===== config.mk =====
export PLATFORM = sky130hd
export DESIGN_NAME = hdmi_timing_ctrl
export DESIGN_NICKNAME = d
export VERILOG_FILES = /design/src/rtl/hdmi_timing_pkg.sv /design/src/rtl/hdmi_timing_ctrl_pix_ce_gen.sv /design/src/rtl/hdmi_timing_ctrl.sv
export SDC_FILE = /design/constraint.sdc
export NUM_CORES = 1
export LEC_CHECK = 0
export BUFFER_PORTS_ARGS = -buffer_cell sky130_fd_sc_hd__buf_2
export CORE_UTILIZATION = 48
export CTS_CLUSTER_DIAMETER = 60
export DETAILED_ROUTE_END_ITERATION = 16
export PLACE_DENSITY = 0.7
export SLEW_MARGIN = 15
export SYNTH_ARGS = -nofsm -noshare
export SYNTH_HDL_FRONTEND = slang
export SYNTH_HIERARCHICAL = 1
export SYNTH_SLANG_ARGS = --single-unit

===== constraint.sdc =====
create_clock -name clk_fast -period 6.25 [get_ports clk_fast]
set_input_delay 0.9375 -clock clk_fast [delete_from_list [all_inputs] [get_ports clk_fast]]
set_output_delay 0.9375 -clock clk_fast [all_outputs]
set_load 0.1 [all_outputs]

===== src/rtl/hdmi_timing_pkg.sv =====
// Shared constants for the HDMI raster sequencer: default 640x480@60 timing
// and the update-window FSM state encoding.
package hdmi_timing_pkg;

    localparam int DEF_CLK_DIV  = 10;
    localparam int DEF_H_ACTIVE = 640;
    localparam int DEF_H_FP     = 16;
    localparam int DEF_H_SYNC   = 96;
    localparam int DEF_H_BP     = 48;
    localparam int DEF_V_ACTIVE = 480;
    localparam int DEF_V_FP     = 10;
    localparam int DEF_V_SYNC   = 2;
    localparam int DEF_V_BP     = 33;
    localparam logic DEF_SYNC_POL = 1'b0;
    localparam int DEF_PIX_LAT  = 2;

    localparam int DEF_H_TOTAL = DEF_H_ACTIVE + DEF_H_FP + DEF_H_SYNC + DEF_H_BP;
    localparam int DEF_V_TOTAL = DEF_V_ACTIVE + DEF_V_FP + DEF_V_SYNC + DEF_V_BP;

    localparam int COORD_W = 10;

    typedef enum logic [1:0] {
        UPD_IDLE  = 2'd0,
        UPD_GRANT = 2'd1,
        UPD_DONE  = 2'd2
    } upd_state_t;

endpackage


===== src/rtl/hdmi_timing_ctrl_pix_ce_gen.sv =====
// Pixel clock-enable divider: free-running 0..CLK_DIV-1 counter on clk_fast.
// pix_ce_pre fires one cycle ahead so downstream registers can line up with pix_ce.
module pix_ce_gen #(
    parameter int CLK_DIV = 10
) (
    input  logic clk_fast,
    input  logic rst_n,
    output logic pix_ce,
    output logic pix_ce_pre
);

    localparam int CNT_W = $clog2(CLK_DIV);
    localparam logic [CNT_W-1:0] CNT_LAST = CNT_W'(CLK_DIV - 1);
    localparam logic [CNT_W-1:0] CNT_PRE  = CNT_W'(CLK_DIV - 2);
    localparam logic [CNT_W-1:0] CNT_ONE  = CNT_W'(1);

    logic [CNT_W-1:0] cnt;

    // NOTE: state registers use non-blocking assignments so every flop samples
    // pre-edge values regardless of process ordering.
    always_ff @(posedge clk_fast or negedge rst_n) begin
        if (!rst_n) begin
            cnt <= '0;
        end else if (cnt == CNT_LAST) begin
            cnt <= '0;
        end else begin
            cnt <= cnt + CNT_ONE;
        end
    end

    assign pix_ce     = (cnt == CNT_LAST);
    assign pix_ce_pre = (cnt == CNT_PRE);

endmodule


===== src/rtl/hdmi_timing_ctrl.sv =====
// HDMI/TMDS timing sequencer: raster counters, early pixel-fetch requests,
// registered VDE/sync control data and the vblank update-window handshake.
module hdmi_timing_ctrl
    import hdmi_timing_pkg::*;
#(
    parameter int   CLK_DIV  = DEF_CLK_DIV,
    parameter int   H_ACTIVE = DEF_H_ACTIVE,
    parameter int   H_FP     = DEF_H_FP,
    parameter int   H_SYNC   = DEF_H_SYNC,
    parameter int   H_BP     = DEF_H_BP,
    parameter int   V_ACTIVE = DEF_V_ACTIVE,
    parameter int   V_FP     = DEF_V_FP,
    parameter int   V_SYNC   = DEF_V_SYNC,
    parameter int   V_BP     = DEF_V_BP,
    parameter logic SYNC_POL = DEF_SYNC_POL,
    parameter int   PIX_LAT  = DEF_PIX_LAT
) (
    input  logic               clk_fast,
    input  logic               rst_n,
    output logic               pix_ce,
    output logic [COORD_W-1:0] px_x,
    output logic [COORD_W-1:0] px_y,
    output logic               px_req,
    output logic               VDE,
    output logic [1:0]         CD,
    output logic               frame_start,
    input  logic               upd_req,
    output logic               upd_grant,
    output logic               upd_overrun
);

    localparam int H_TOTAL = H_ACTIVE + H_FP + H_SYNC + H_BP;
    localparam int V_TOTAL = V_ACTIVE + V_FP + V_SYNC + V_BP;

    localparam logic [COORD_W-1:0] H_LAST     = COORD_W'(H_TOTAL - 1);
    localparam logic [COORD_W-1:0] H_VIS      = COORD_W'(H_ACTIVE);
    localparam logic [COORD_W-1:0] H_SYNC_BEG = COORD_W'(H_ACTIVE + H_FP);
    localparam logic [COORD_W-1:0] H_SYNC_END = COORD_W'(H_ACTIVE + H_FP + H_SYNC);
    localparam logic [COORD_W-1:0] V_LAST     = COORD_W'(V_TOTAL - 1);
    localparam logic [COORD_W-1:0] V_VIS      = COORD_W'(V_ACTIVE);
    localparam logic [COORD_W-1:0] V_SYNC_BEG = COORD_W'(V_ACTIVE + V_FP);
    localparam logic [COORD_W-1:0] V_SYNC_END = COORD_W'(V_ACTIVE + V_FP + V_SYNC);
    localparam logic [COORD_W-1:0] ONE        = COORD_W'(1);
    localparam logic [COORD_W:0]   H_TOTAL_W  = (COORD_W + 1)'(H_TOTAL);
    localparam logic [COORD_W:0]   LAT_W      = (COORD_W + 1)'(PIX_LAT);

    logic               pix_ce_pre;
    logic [COORD_W-1:0] h_cnt;
    logic [COORD_W-1:0] v_cnt;
    logic [COORD_W:0]   lead_h_sum;
    logic [COORD_W-1:0] lead_h;
    logic [COORD_W-1:0] lead_v;
    logic               lead_vis;
    logic               hsync_lvl;
    logic               vsync_lvl;
    upd_state_t         state;
    upd_state_t         state_next;
    logic               revoke;

    pix_ce_gen #(
        .CLK_DIV(CLK_DIV)
    ) u_pix_ce_gen (
        .clk_fast  (clk_fast),
        .rst_n     (rst_n),
        .pix_ce    (pix_ce),
        .pix_ce_pre(pix_ce_pre)
    );

    always_ff @(posedge clk_fast or negedge rst_n) begin
        if (!rst_n) begin
            h_cnt <= '0;
            v_cnt <= '0;
        end else if (pix_ce) begin
            if (h_cnt == H_LAST) begin
                h_cnt <= '0;
                v_cnt <= (v_cnt == V_LAST) ? '0 : v_cnt + ONE;
            end else begin
                h_cnt <= h_cnt + ONE;
            end
        end
    end

    // NOTE: every always_comb output gets a default first so no path leaves it
    // unassigned and infers a latch.
    always_comb begin
        lead_h_sum = {1'b0, h_cnt} + LAT_W;
        lead_h     = lead_h_sum[COORD_W-1:0];
        lead_v     = v_cnt;
        if (lead_h_sum >= H_TOTAL_W) begin
            lead_h = COORD_W'(lead_h_sum - H_TOTAL_W);
            lead_v = (v_cnt == V_LAST) ? '0 : v_cnt + ONE;
        end
    end

    assign lead_vis  = (lead_h < H_VIS) && (lead_v < V_VIS);
    assign hsync_lvl = (h_cnt >= H_SYNC_BEG && h_cnt < H_SYNC_END) ? SYNC_POL : ~SYNC_POL;
    assign vsync_lvl = (v_cnt >= V_SYNC_BEG && v_cnt < V_SYNC_END) ? SYNC_POL : ~SYNC_POL;

    // Raster holds still between strobes, so sampling on pix_ce_pre presents
    // the request and frame marker exactly in the pix_ce cycle.
    always_ff @(posedge clk_fast or negedge rst_n) begin
        if (!rst_n) begin
            px_req      <= 1'b0;
            px_x        <= '0;
            px_y        <= '0;
            frame_start <= 1'b0;
        end else begin
            px_req      <= pix_ce_pre && lead_vis;
            frame_start <= pix_ce_pre && (h_cnt == '0) && (v_cnt == '0);
            if (pix_ce_pre && lead_vis) begin
                px_x <= lead_h;
                px_y <= lead_v;
            end
        end
    end

    always_ff @(posedge clk_fast or negedge rst_n) begin
        if (!rst_n) begin
            VDE <= 1'b0;
            CD  <= {~SYNC_POL, ~SYNC_POL};
        end else if (pix_ce) begin
            VDE <= (h_cnt < H_VIS) && (v_cnt < V_VIS);
            CD  <= {vsync_lvl, hsync_lvl};
        end
    end

    // Revocation at the last line wins over a simultaneous request drop.
    always_comb begin
        state_next = state;
        revoke     = 1'b0;
        case (state)
            UPD_IDLE: begin
                if (upd_req && v_cnt >= V_VIS && v_cnt < V_LAST) begin
                    state_next = UPD_GRANT;
                end
            end
            UPD_GRANT: begin
                if (v_cnt == V_LAST) begin
                    state_next = UPD_DONE;
                    revoke     = 1'b1;
                end else if (!upd_req) begin
                    state_next = UPD_IDLE;
                end
            end
            UPD_DONE: begin
                if (v_cnt == '0) begin
                    state_next = UPD_IDLE;
                end
            end
            default: state_next = UPD_IDLE;
        endcase
    end

    always_ff @(posedge clk_fast or negedge rst_n) begin
        if (!rst_n) begin
            state       <= UPD_IDLE;
            upd_grant   <= 1'b0;
            upd_overrun <= 1'b0;
        end else begin
            state     <= state_next;
            upd_grant <= (state_next == UPD_GRANT);
            if (revoke) begin
                upd_overrun <= 1'b1;
            end
        end
    end

endmodule

==> flow_summary_export.csv <==
group,metric,value,unit
sta,fmaxAchievable,259,MHz
die,start_util,51.1,%
drt,routedWlPerCell,14.8,um
cells_and_area,n_antenna_cell,0,
die,rows,28,
pwr,powerDensity,168,mW/mm^2
synth,yosys_warnings,6,
die,ios,31,
sta,finalClockSkew,0.00743,ns
synth,synth_nets,335,
die,die_area,0.00678,mm^2
flow_run,drv_cap,0,
clocking,clk_latency,0.29,ns
clocking,cts_hold_buffers,0,
clocking,cts_resized,0,
grt,grt_usage,20.3,%
placed_design,gp_congestion,0.827,
sta,final.setup.tns,0,ns
placed_design,hpwl,4220,um
grt,overflow,0,
synth,ys.flop_type,"dfrtp_1",
critical_path,crit_fanout,21,
drt,route.detailed.drc,0,
critical_path,cpLargestDelayFamily,"compound AO/OA/AOI/OAI gates",
critical_path,end_kind,"flip-flop",
die,core,0.00606,mm^2
pwr,vdd_drop_max,0.000127,V
pwr,p_total,558,uW
synth,mappedNetlistArea,0.00310,mm^2
sta,relSlewSlack,49.2,%
sta,tightestPinTransition,0.762,ns
placed_design,dp.cells,405,
drt,wl,6110,um
drt,viasPerCell,5.68,
clocking,clk_path_buf_depth,2,
die,die_w,82.3,um
cells_and_area,nets,349,
placed_design,io_buffers,30,
drt,ant_nets,0,
die,die-height,82.3,um
critical_path,slowest_delay,0.69,ns
synth,ys_async_sr_fraction,100,%
grt,grt_first_pass_wirelength,10400,um
clocking,cts_sinks,53,
critical_path,arrival,4.05,ns
critical_path,crit_type,"flip-flop to flip-flop",
critical_path,startpoint_type,"flip-flop",
synth,seq_area_frac_synth,42.9,%
sta,finalHoldViolCount,0,
clocking,cts_buffers,5,
status,status,"complete, no violations",
grt,antenna_found_initial,0,
cells_and_area,drive_above_1_share,19.2,%
clocking,cts-htree-levels,2,
sta,layout_min_cycle_time,3.87,ns
synth,postSynthAreaPerCell,9.59,um^2
drt,vias,2345,
hold_path,hp-class,"flip-flop to flip-flop",
synth,synth_cells,323,
critical_path,cpMaxStageDelayCell,"a32o_1",
sta,rsz0062_at_grt,"false",
sta,drv_slew,0,
cells_and_area,synthToLayoutAreaGrowth,7.43,%
clocking,clk_pin_slew,0.09,ns
sta,post-route-period-util,61.9,%
pwr,p_leak,1.48,nW
synth,synth_cell_types,55,
cells_and_area,fin_cells,413,
clocking,cts_tree,"built",
grt,grt_pass1_vias,2189,
critical_path,worst-path-buf-inv,0,
synth,synth-seq-cells,53,
critical_path,cp.required,6.43,ns
synth,synth_edf_count,0,
grt,grt_max_degree,54,
clocking,cts_setup_buffers,0,
drt,firstDrtPassIters,4,
drt,drt_iter0_markers,174,
critical_path,cp_cell_sequence,"ha_1 -> nand3_1 -> xor2_1 -> ha_1 -> a32o_1 -> nand3b_1 -> a31o_2 -> a31oi_4 -> mux2_2",
clocking,ctsRootBufferMaster,"clkbuf_8",
critical_path,cp_common_cell,"ha_1",
sta,setup_viol,0,
Yosys cell counts, drive strengths merged (4+ instances only):
library cell | instances | area [um^2]
a31oi | 4 | 40.0
clkbuf | 13 | 48.8
nor2 | 27 | 101
nor3 | 7 | 40.0
dfrtp | 51 | 1280
inv | 12 | 45.0
o31ai | 9 | 67.6
buf | 12 | 81.3
mux2 | 18 | 206
mux2i | 5 | 50.1
xor2 | 9 | 78.8
nand2 | 29 | 109
a21oi | 8 | 40.0
nand4 | 4 | 25.0
xnor2 | 14 | 123
ha | 9 | 113
nor4b | 4 | 35.0
nand3 | 12 | 65.1
o21ai | 27 | 135
through the flow:
step                      utilization [%]  hold WS (ns)  cell area, um^2  worst slack [ns]
final                                54.9         0.485             3330              2.38
after global routing                 54.9         0.509             3330              2.10
after CTS                            54.9         0.493             3330              2.37
after detailed placement             53.2         0.470             3230              2.37
after global placement               53.2         0.456             3230              2.48
after floorplan                         -         0.468             3100              1.79
power breakdown:
part           internal [mW]  total (mW)  switching [mW]
logic                0.00104     0.00761         0.00657
clock network          0.100       0.208           0.107
registers              0.343       0.343               0
total                  0.444       0.558           0.114
final timing paths:
kind / start / depth (start not counted) / to / slack (ns)
worst max-delay path: h_cnt[2]$_DFFE_PN0P_ / 9 / px_y[6]$_DFFE_PN0P_ / 2.38
worst min-delay path: upd_overrun$_DFFE_PN0P_ / 1 / upd_overrun$_DFFE_PN0P_ / 0.48
worst min register to register: upd_overrun$_DFFE_PN0P_ / 1 / upd_overrun$_DFFE_PN0P_ / 0.48
worst max register to register: h_cnt[2]$_DFFE_PN0P_ / 9 / px_y[6]$_DFFE_PN0P_ / 2.38
max in group asynchronous: rst_n / 2 / state[0]$_DFF_PN0_ / 5.04
min in group asynchronous: rst_n / 2 / px_x[4]$_DFFE_PN0P_ / 0.75
metal layers:
| metal | global-route usage, % | wire, um | vias to the layer above |
|---|---|---|---|
| li1 | - | - | 1168 |
| met1 | 28.8 | 3060 | 1115 |
| met2 | 32.1 | 2740 | 56 |
| met3 | 3.41 | 239 | 6 |
| met4 | 5.09 | 68 | 0 |
| met5 | 0 | 0 | - |
sequential cells by signal, summed over array words and instances, names as in the netlist:
signal,cells
VDE,1
h_cnt,10
u_pix_ce_gen/cnt,4
px_y,10
upd_overrun,1
px_x,10
upd_grant,1
px_req,1
state,2
CD,2
v_cnt,10
frame_start,1
cells by family after synthesis:
kind of cell,after synthesis,synth area share [%]
XOR/XNOR,23,6.51
adder cells (fa/ha/maj),9,3.64
flip-flops,53,42.9
multiplexers,23,8.28
buffers and inverters,37,5.66
AND/OR/NAND/NOR,109,18.3
AO/OA/AOI/OAI,69,14.7
worst register-to-register path: cells and delay by family (launching register included):
kind	cells	cell delay [ns]
flops	1	0.49
mux	1	0.42
simple gates	2	0.27
compound gates	3	1.61
xor+xnor	1	0.32
fa+ha+maj	2	0.65
placed cells by master, fill, tap and decap left out, types with 11 or more instances in the layout:
master and instances:
buf_2 30, dfrtp_1 51, inv_1 12, mux2_2 17, nand2_1 29, nand3_1 11
nor2_1 27, o21ai_0 27, xnor2_1 14
area by class of cell:
class / instances / area (um^2)
Multi-Input combinational cell: 233 / 1590
Timing Repair Buffer: 32 / 165
Clock inverter: 1 / 5.00
Tap cell: 75 / 93.8
Sequential cell: 53 / 1330
Clock buffer: 7 / 96.3
Fill cell: 561 / 2730
Inverter: 12 / 45.0
Note: power is estimated with default switching activity, not from simulation.
